File: src/rtl/rr_ring_arbiter_if.sv
// Request/grant bundle for rr_ring_arbiter: requesters drive req/done (master),
// the arbiter drives the grant, ring pointer and timeout (slave).
interface rr_ring_arbiter_if #(
    parameter int N   = 4,
    parameter int IDW = (N > 1) ? $clog2(N) : 1
);
    logic [N-1:0]   req;
    logic           done;
    logic [N-1:0]   gnt;
    logic           gnt_valid;
    logic [IDW-1:0] gnt_id;
    logic [N-1:0]   ptr;
    logic           timeout;

    modport master (
        output req, done,
        input  gnt, gnt_valid, gnt_id, ptr, timeout
    );

    modport slave (
        input  req, done,
        output gnt, gnt_valid, gnt_id, ptr, timeout
    );
endinterface

File: src/rtl/rr_ring_arbiter.sv
// Round-robin arbiter with a one-hot rotating priority ring; the grant is held until release.
// Optional hold-time limit enabled by defining ARB_TIMEOUT_EN.
module rr_ring_arbiter #(
    parameter int N        = 4,
    parameter int IDW      = (N > 1) ? $clog2(N) : 1,
    parameter int MAX_HOLD = 8
) (
    input  logic              clk,
    input  logic              rst,
    rr_ring_arbiter_if.slave  bus
);
    localparam logic [0:0] IDLE  = 1'b0;
    localparam logic [0:0] GRANT = 1'b1;

    generate
        if (N < 1 || MAX_HOLD < 1) begin : g_bad_params
            $error("rr_ring_arbiter: N and MAX_HOLD must both be >= 1");
        end
    endgenerate

    logic [0:0]     state;
    logic [N-1:0]   gnt_q;
    logic           gnt_valid_q;
    logic [IDW-1:0] gnt_id_q;
    logic [N-1:0]   ptr_q;
    logic           timeout_q;

    logic [IDW-1:0] ptr_idx;
    logic [IDW-1:0] cand;
    logic [IDW-1:0] win_idx;
    logic [N-1:0]   win_onehot;
    logic           win_found;
    logic           release_now;
    logic           hold_expired;

    function automatic logic [N-1:0] rotl1(input logic [N-1:0] x);
        logic [N-1:0] r;
        r = '0;
        for (int i = 0; i < N; i++) begin
            r[(i + 1) % N] = x[i];
        end
        return r;
    endfunction

    // Circular search starting at the ring position, wrapping N-1 -> 0.
    always_comb begin
        ptr_idx = '0;
        for (int i = 0; i < N; i++) begin
            if (ptr_q[i]) ptr_idx = IDW'(i);
        end
        cand       = '0;
        win_idx    = '0;
        win_onehot = '0;
        win_found  = 1'b0;
        for (int k = 0; k < N; k++) begin
            cand = IDW'((int'(ptr_idx) + k) % N);
            if (!win_found && bus.req[cand]) begin
                win_found           = 1'b1;
                win_idx             = cand;
                win_onehot[cand]    = 1'b1;
            end
        end
    end

    // The owner's own request is picked out by the grant mask.
    assign release_now = bus.done || ((bus.req & gnt_q) == '0);

`ifdef ARB_TIMEOUT_EN
    localparam int HW = (MAX_HOLD > 1) ? $clog2(MAX_HOLD + 1) : 1;
    logic [HW-1:0] hold_cnt;

    // hold_cnt counts completed GRANT cycles, so the limit trips in grant cycle MAX_HOLD.
    always_ff @(posedge clk or posedge rst) begin
        if (rst) begin
            hold_cnt <= '0;
        end else if (state != GRANT) begin
            hold_cnt <= '0;
        end else begin
            hold_cnt <= hold_cnt + HW'(1);
        end
    end

    assign hold_expired = (state == GRANT) && (hold_cnt == HW'(MAX_HOLD - 1));
`else
    assign hold_expired = 1'b0;
`endif

    always_ff @(posedge clk or posedge rst) begin
        if (rst) begin
            state       <= IDLE;
            gnt_q       <= '0;
            gnt_valid_q <= 1'b0;
            gnt_id_q    <= '0;
            ptr_q       <= N'(1);
            timeout_q   <= 1'b0;
        end else begin
            timeout_q <= 1'b0;
            case (state)
                IDLE: begin
                    if (win_found) begin
                        gnt_q       <= win_onehot;
                        gnt_id_q    <= win_idx;
                        gnt_valid_q <= 1'b1;
                        state       <= GRANT;
                    end
                end
                GRANT: begin
                    if (release_now || hold_expired) begin
                        gnt_q       <= '0;
                        gnt_valid_q <= 1'b0;
                        ptr_q       <= rotl1(gnt_q);
                        timeout_q   <= hold_expired && !release_now;
                        state       <= IDLE;
                    end
                end
                default: state <= IDLE;
            endcase
        end
    end

    assign bus.gnt       = gnt_q;
    assign bus.gnt_valid = gnt_valid_q;
    assign bus.gnt_id    = gnt_id_q;
    assign bus.ptr       = ptr_q;
    assign bus.timeout   = timeout_q;
endmodule

File: src/flat_wrapper.sv
// flat-port wrapper written by rule: the top's interface ports become plain ports
module rr_ring_arbiter_flat 
#(
    parameter int N        = 4,
    parameter int IDW      = (N > 1) ? $clog2(N) : 1,
    parameter int MAX_HOLD = 8
)
  (clk, rst, bus_req, bus_done, bus_gnt, bus_gnt_valid, bus_gnt_id, bus_ptr, bus_timeout);
  rr_ring_arbiter_if #(.N(N), .IDW(IDW)) bus_i ();
  input  logic clk;
  input  logic rst;
  input wire logic [$bits(bus_i.req)-1:0] bus_req;
  input wire logic [$bits(bus_i.done)-1:0] bus_done;
  output wire logic [$bits(bus_i.gnt)-1:0] bus_gnt;
  output wire logic [$bits(bus_i.gnt_valid)-1:0] bus_gnt_valid;
  output wire logic [$bits(bus_i.gnt_id)-1:0] bus_gnt_id;
  output wire logic [$bits(bus_i.ptr)-1:0] bus_ptr;
  output wire logic [$bits(bus_i.timeout)-1:0] bus_timeout;
  assign bus_i.req = bus_req;
  assign bus_i.done = bus_done;
  assign bus_gnt = bus_i.gnt;
  assign bus_gnt_valid = bus_i.gnt_valid;
  assign bus_gnt_id = bus_i.gnt_id;
  assign bus_ptr = bus_i.ptr;
  assign bus_timeout = bus_i.timeout;
  rr_ring_arbiter #(.N(N), .IDW(IDW), .MAX_HOLD(MAX_HOLD)) u_core (.clk(clk), .rst(rst), .bus(bus_i));
endmodule
File: config.mk
export PLATFORM = sky130hd
export DESIGN_NAME = rr_ring_arbiter_flat
export DESIGN_NICKNAME = d
export VERILOG_FILES = /design/src/rtl/rr_ring_arbiter_if.sv /design/src/rtl/rr_ring_arbiter.sv /design/src/flat_wrapper.sv
export SDC_FILE = /design/constraint.sdc
export NUM_CORES = 1
export LEC_CHECK = 0
export CORE_MARGIN = 4
export CORE_UTILIZATION = 35
export DETAILED_ROUTE_END_ITERATION = 16
export GPL_TIMING_DRIVEN = 0
export HOLD_SLACK_MARGIN = 0.06
export PLACE_DENSITY = 0.69
export SLEW_MARGIN = 20
export SYNTH_ARGS = -nofsm -noshare
export SYNTH_HDL_FRONTEND = slang
export SYNTH_SLANG_ARGS = --single-unit
File: constraint.sdc
create_clock -name clk -period 7.6 [get_ports clk]
set_input_delay 1.14 -clock clk [delete_from_list [all_inputs] [get_ports clk]]
set_output_delay 1.14 -clock clk [all_outputs]
set_load 0.02 [all_outputs]
==> reports/summary.md <==
## Synthesis
* 105 — cell count after synthesis
* 9.27 µm² — Post-Syn Area per Cell
* 973 µm² — Post-Synthesis Cell Area
* 120 — net count after synthesis
* 12 — synthesized flop and latch total
* 31.0% — fraction of the yosys area taken by sequential cells
* 0 — YS warnings
* 38 — synth unique cells

## Critical path
* 7.76 ns — required time reported for the critical path endpoint
* simple AND/OR/NAND/NOR gates — gate family responsible for the most delay along the worst path
* 3.43 ns — endpoint arrival time on the critical path
* flop — capturing element type of the critical path
* u_core.bus.ptr[2] — worst setup path startpoint
* 10 — critical-path maximum fanout
* 0.45 ns — CP peak stage delay
* flop — Worst Setup Start Kind
* reg2reg — Setup CP Type
* sky130_fd_sc_hd__dfrtp_1 — critical path's slowest cell
* 10 — Worst Reg2Reg Path Length in Cells
* u_core.bus.ptr[2] — Reg2Reg Launch Point
* 1 — Buf/Inv on CP
* 4.33 ns — register-to-register setup slack
* and2b_2, nor2_2, inv_1, ha_1, nand2b_1, a211oi_1, nor3_1, and3_1, a221oi_1, o21ai_0 — crit path cell chain
* u_core.bus.gnt[3] — worst r2r dst

## Cells and area
* 155 — post-layout instance count excluding filler cells
* 141 — number of nets in the layout
* 247 — Filler Cell Count
* sky130_fd_sc_hd__clkdlybuf4s50_1 — most common library cell in the layout ignoring fill and taps
* 24.0% — area overhead of the layout relative to synthesis
* 16 x sky130_fd_sc_hd__clkdlybuf4s50_1, 15 x sky130_fd_sc_hd__nand2_1, 11 x sky130_fd_sc_hd__o21ai_0, 11 x sky130_fd_sc_hd__dfrtp_1, 8 x sky130_fd_sc_hd__ha_1 — commonest cells after routing, fill and taps aside
* 18.4% — share of final-layout standard cells stronger than drive strength 1
* 0 — Ant. Diodes
* 0.00121 mm² — final design area excluding fillers

## STA
* 0 — final hold viol count
* 0 — Final setup violation count
* 0 — total count of max-transition violations in the final report
* 3.27 ns — minimum clock period
* 4.33 ns — minimum setup slack in the final design
* 0.306 GHz — peak clock frequency supported by timing
* 56.0% — tightest slew margin relative to the limit
* 0 ns — setup tns final
* 0.654 ns — Worst Max-Slew Pin Slew
* no — unrepaired setup endpoints after global routing
* 43.0% — Final period util
* 0.000424 ns — Post-Route Skew

## Place
* 1840 µm — Final HPWL DP
* 0.00117 mm² — area post-placement
* 4.14 ns — worst slack after detailed placement
* 151 — Inst Count DP
* 16 — Port-buffer cells
* 0.824 — last weighted congestion value of the routability-driven placer

## Detailed routing
* 905 — via total after detailed routing
* 54 — violation count after the first detailed-route iteration
* 0 — total DRC errors in the routed layout
* 15.6 µm — wire length per cell after detailed routing
* 5.84 — vias per cell
* 2410 µm — total detailed-routing wirelength
* 0 — count of antenna-violating nets left after detailed routing
* 4 — first drt pass iteration count

## Min path
* u_core.bus.gnt_valid — Hold Crit Start
* 2 — Hold Crit Depth
* reg2reg — Hold/Removal Path Class
* u_core.bus.gnt_valid — hold-critical path endpoint

## Die
* 60.7 µm — Die Wd
* 60.7 µm — die height
* 0.00369 mm² — Die Footprint
* 37.9% — starting utilization of the core area
* 19 — I/O Pins
* 0.00257 mm² — area of the placeable core
* 18 — std cell rows

## Flow run
* 0 — total of max-cap violations

## Clocking
* 2 — deepest clock path buffer count
* 0 — post-CTS setup buffer count
* yes — CTS tree
* sky130_fd_sc_hd__clkbuf_4 — Clock Root Buffer
* 0 — number of hold buffers added after cts
* 0.28 ns — clock network latency to the later pin of the worst-skew pair
* 0.07 ns — register clock-pin slew on the reported worst setup and hold paths
* 12 — clock sink total
* 0 — post-cts repair resize count
* 3 — clock buffers created by TritonCTS
* 1 — H-Tree Depth

## Global route
* 13 — largest net degree at the start of global routing
* 0 — overflow left after global routing
* 885 — number of global-route vias before repair
* 4050 µm — wire length of the first global-routing pass
* 14.7% — overall fraction of global-route tracks in use
* 0 — initial antenna violation count

## Outcome
* finished, final reports clean — run status

==> flip-flops by register name (all words and copies together), names as in the netlist <==
name	flops
u_core.bus.gnt	4
u_core.bus.gnt_id	2
u_core.bus.gnt_valid	1
u_core.bus.ptr	4
u_core.state	1
==> layout make-up <==
class                      instances  area, µm²  share of cell area, %
timing repair buffer              16        160                   13.3
sequential                        12        302                   25.0
buffer                             5       32.5                   2.69
clock buffer                       4       36.3                   3.01
inverter                           5       18.8                   1.55
tap                               30       37.5                   3.11
multi-input combinational         83        621                   51.4
==> worst max path at each step <==
stage	end	slack (ns)	depth (start not counted)
floorplan	u_core.bus.gnt[2]	4.74	10
global placement	u_core.bus.gnt[3]	4.16	8
detailed placement	u_core.bus.gnt[3]	4.14	8
CTS	u_core.bus.gnt[3]	4.32	10
global route	u_core.bus.gnt_id[0]	4.09	10
finish	u_core.bus.gnt[3]	4.33	10
==> through the flow <==
step	hold WS, ns	utilization [%]
floorplan	0.516	-
global placement	0.463	45.6
detailed placement	0.474	45.6
CTS	0.491	47.0
global route	0.508	47.0
finish	0.485	47.0
==> cells in the mapped netlist, drive strengths merged <==
cell | count | area share [%]
or3 | 1 | 0.64
nand2 | 15 | 5.8
inv | 5 | 1.9
o31a | 2 | 1.8
a221o | 1 | 1.0
a31oi | 1 | 0.64
a221oi | 6 | 5.4
nor2b | 3 | 1.9
nor2 | 2 | 1.0
o41ai | 1 | 2.8
mux4 | 1 | 2.3
nand3 | 4 | 2.1
a2bb2oi | 1 | 0.90
a211oi | 2 | 1.5
dfstp | 1 | 2.7
a22o | 1 | 0.90
dfrtp | 11 | 28
a21oi | 1 | 0.51
o31ai | 1 | 0.77
or2 | 2 | 1.3
clkbuf | 1 | 0.39
a21boi | 1 | 0.77
nand2b | 2 | 1.3
mux2 | 7 | 8.1
ha | 8 | 10
o221ai | 1 | 0.90
nor3 | 2 | 1.0
o21ai | 12 | 6.6
buf | 4 | 3.0
nor4 | 1 | 0.64
conb | 1 | 0.39
and3b | 1 | 0.90
and3 | 1 | 0.64
and2b | 1 | 0.90
==> tightest hold or removal path, cell delays in order (launching register included) <==
cell and delay (ns):
sky130_fd_sc_hd__dfrtp_1 0.35, sky130_fd_sc_hd__nand2_1 0.05, sky130_fd_sc_hd__nand2_1 0.06
==> layer usage <==
layer / up-vias / wire length (µm) / global-route usage (%)
li1: 424 / - / -
met1: 429 / 1040 / 19.7
met2: 48 / 1130 / 23.2
met3: 4 / 201 / 4.04
met4: 0 / 32 / 4.64
met5: - / 0 / 0
==> cell families after synthesis <==
kind of cell	count (synthesis)	synth area share, %
other	1	0.385
and+or+nand+nor	35	18.1
muxes	8	10.4
DFF	12	31.0
AOI/OAI and AO/OA	31	24.6
adders and majority gates	8	10.3
buffers and inverters	10	5.27
Power is left out: the tool's default activity adds up to more than one toggle a clock period on the data nets, which glitch-free logic cannot reach.
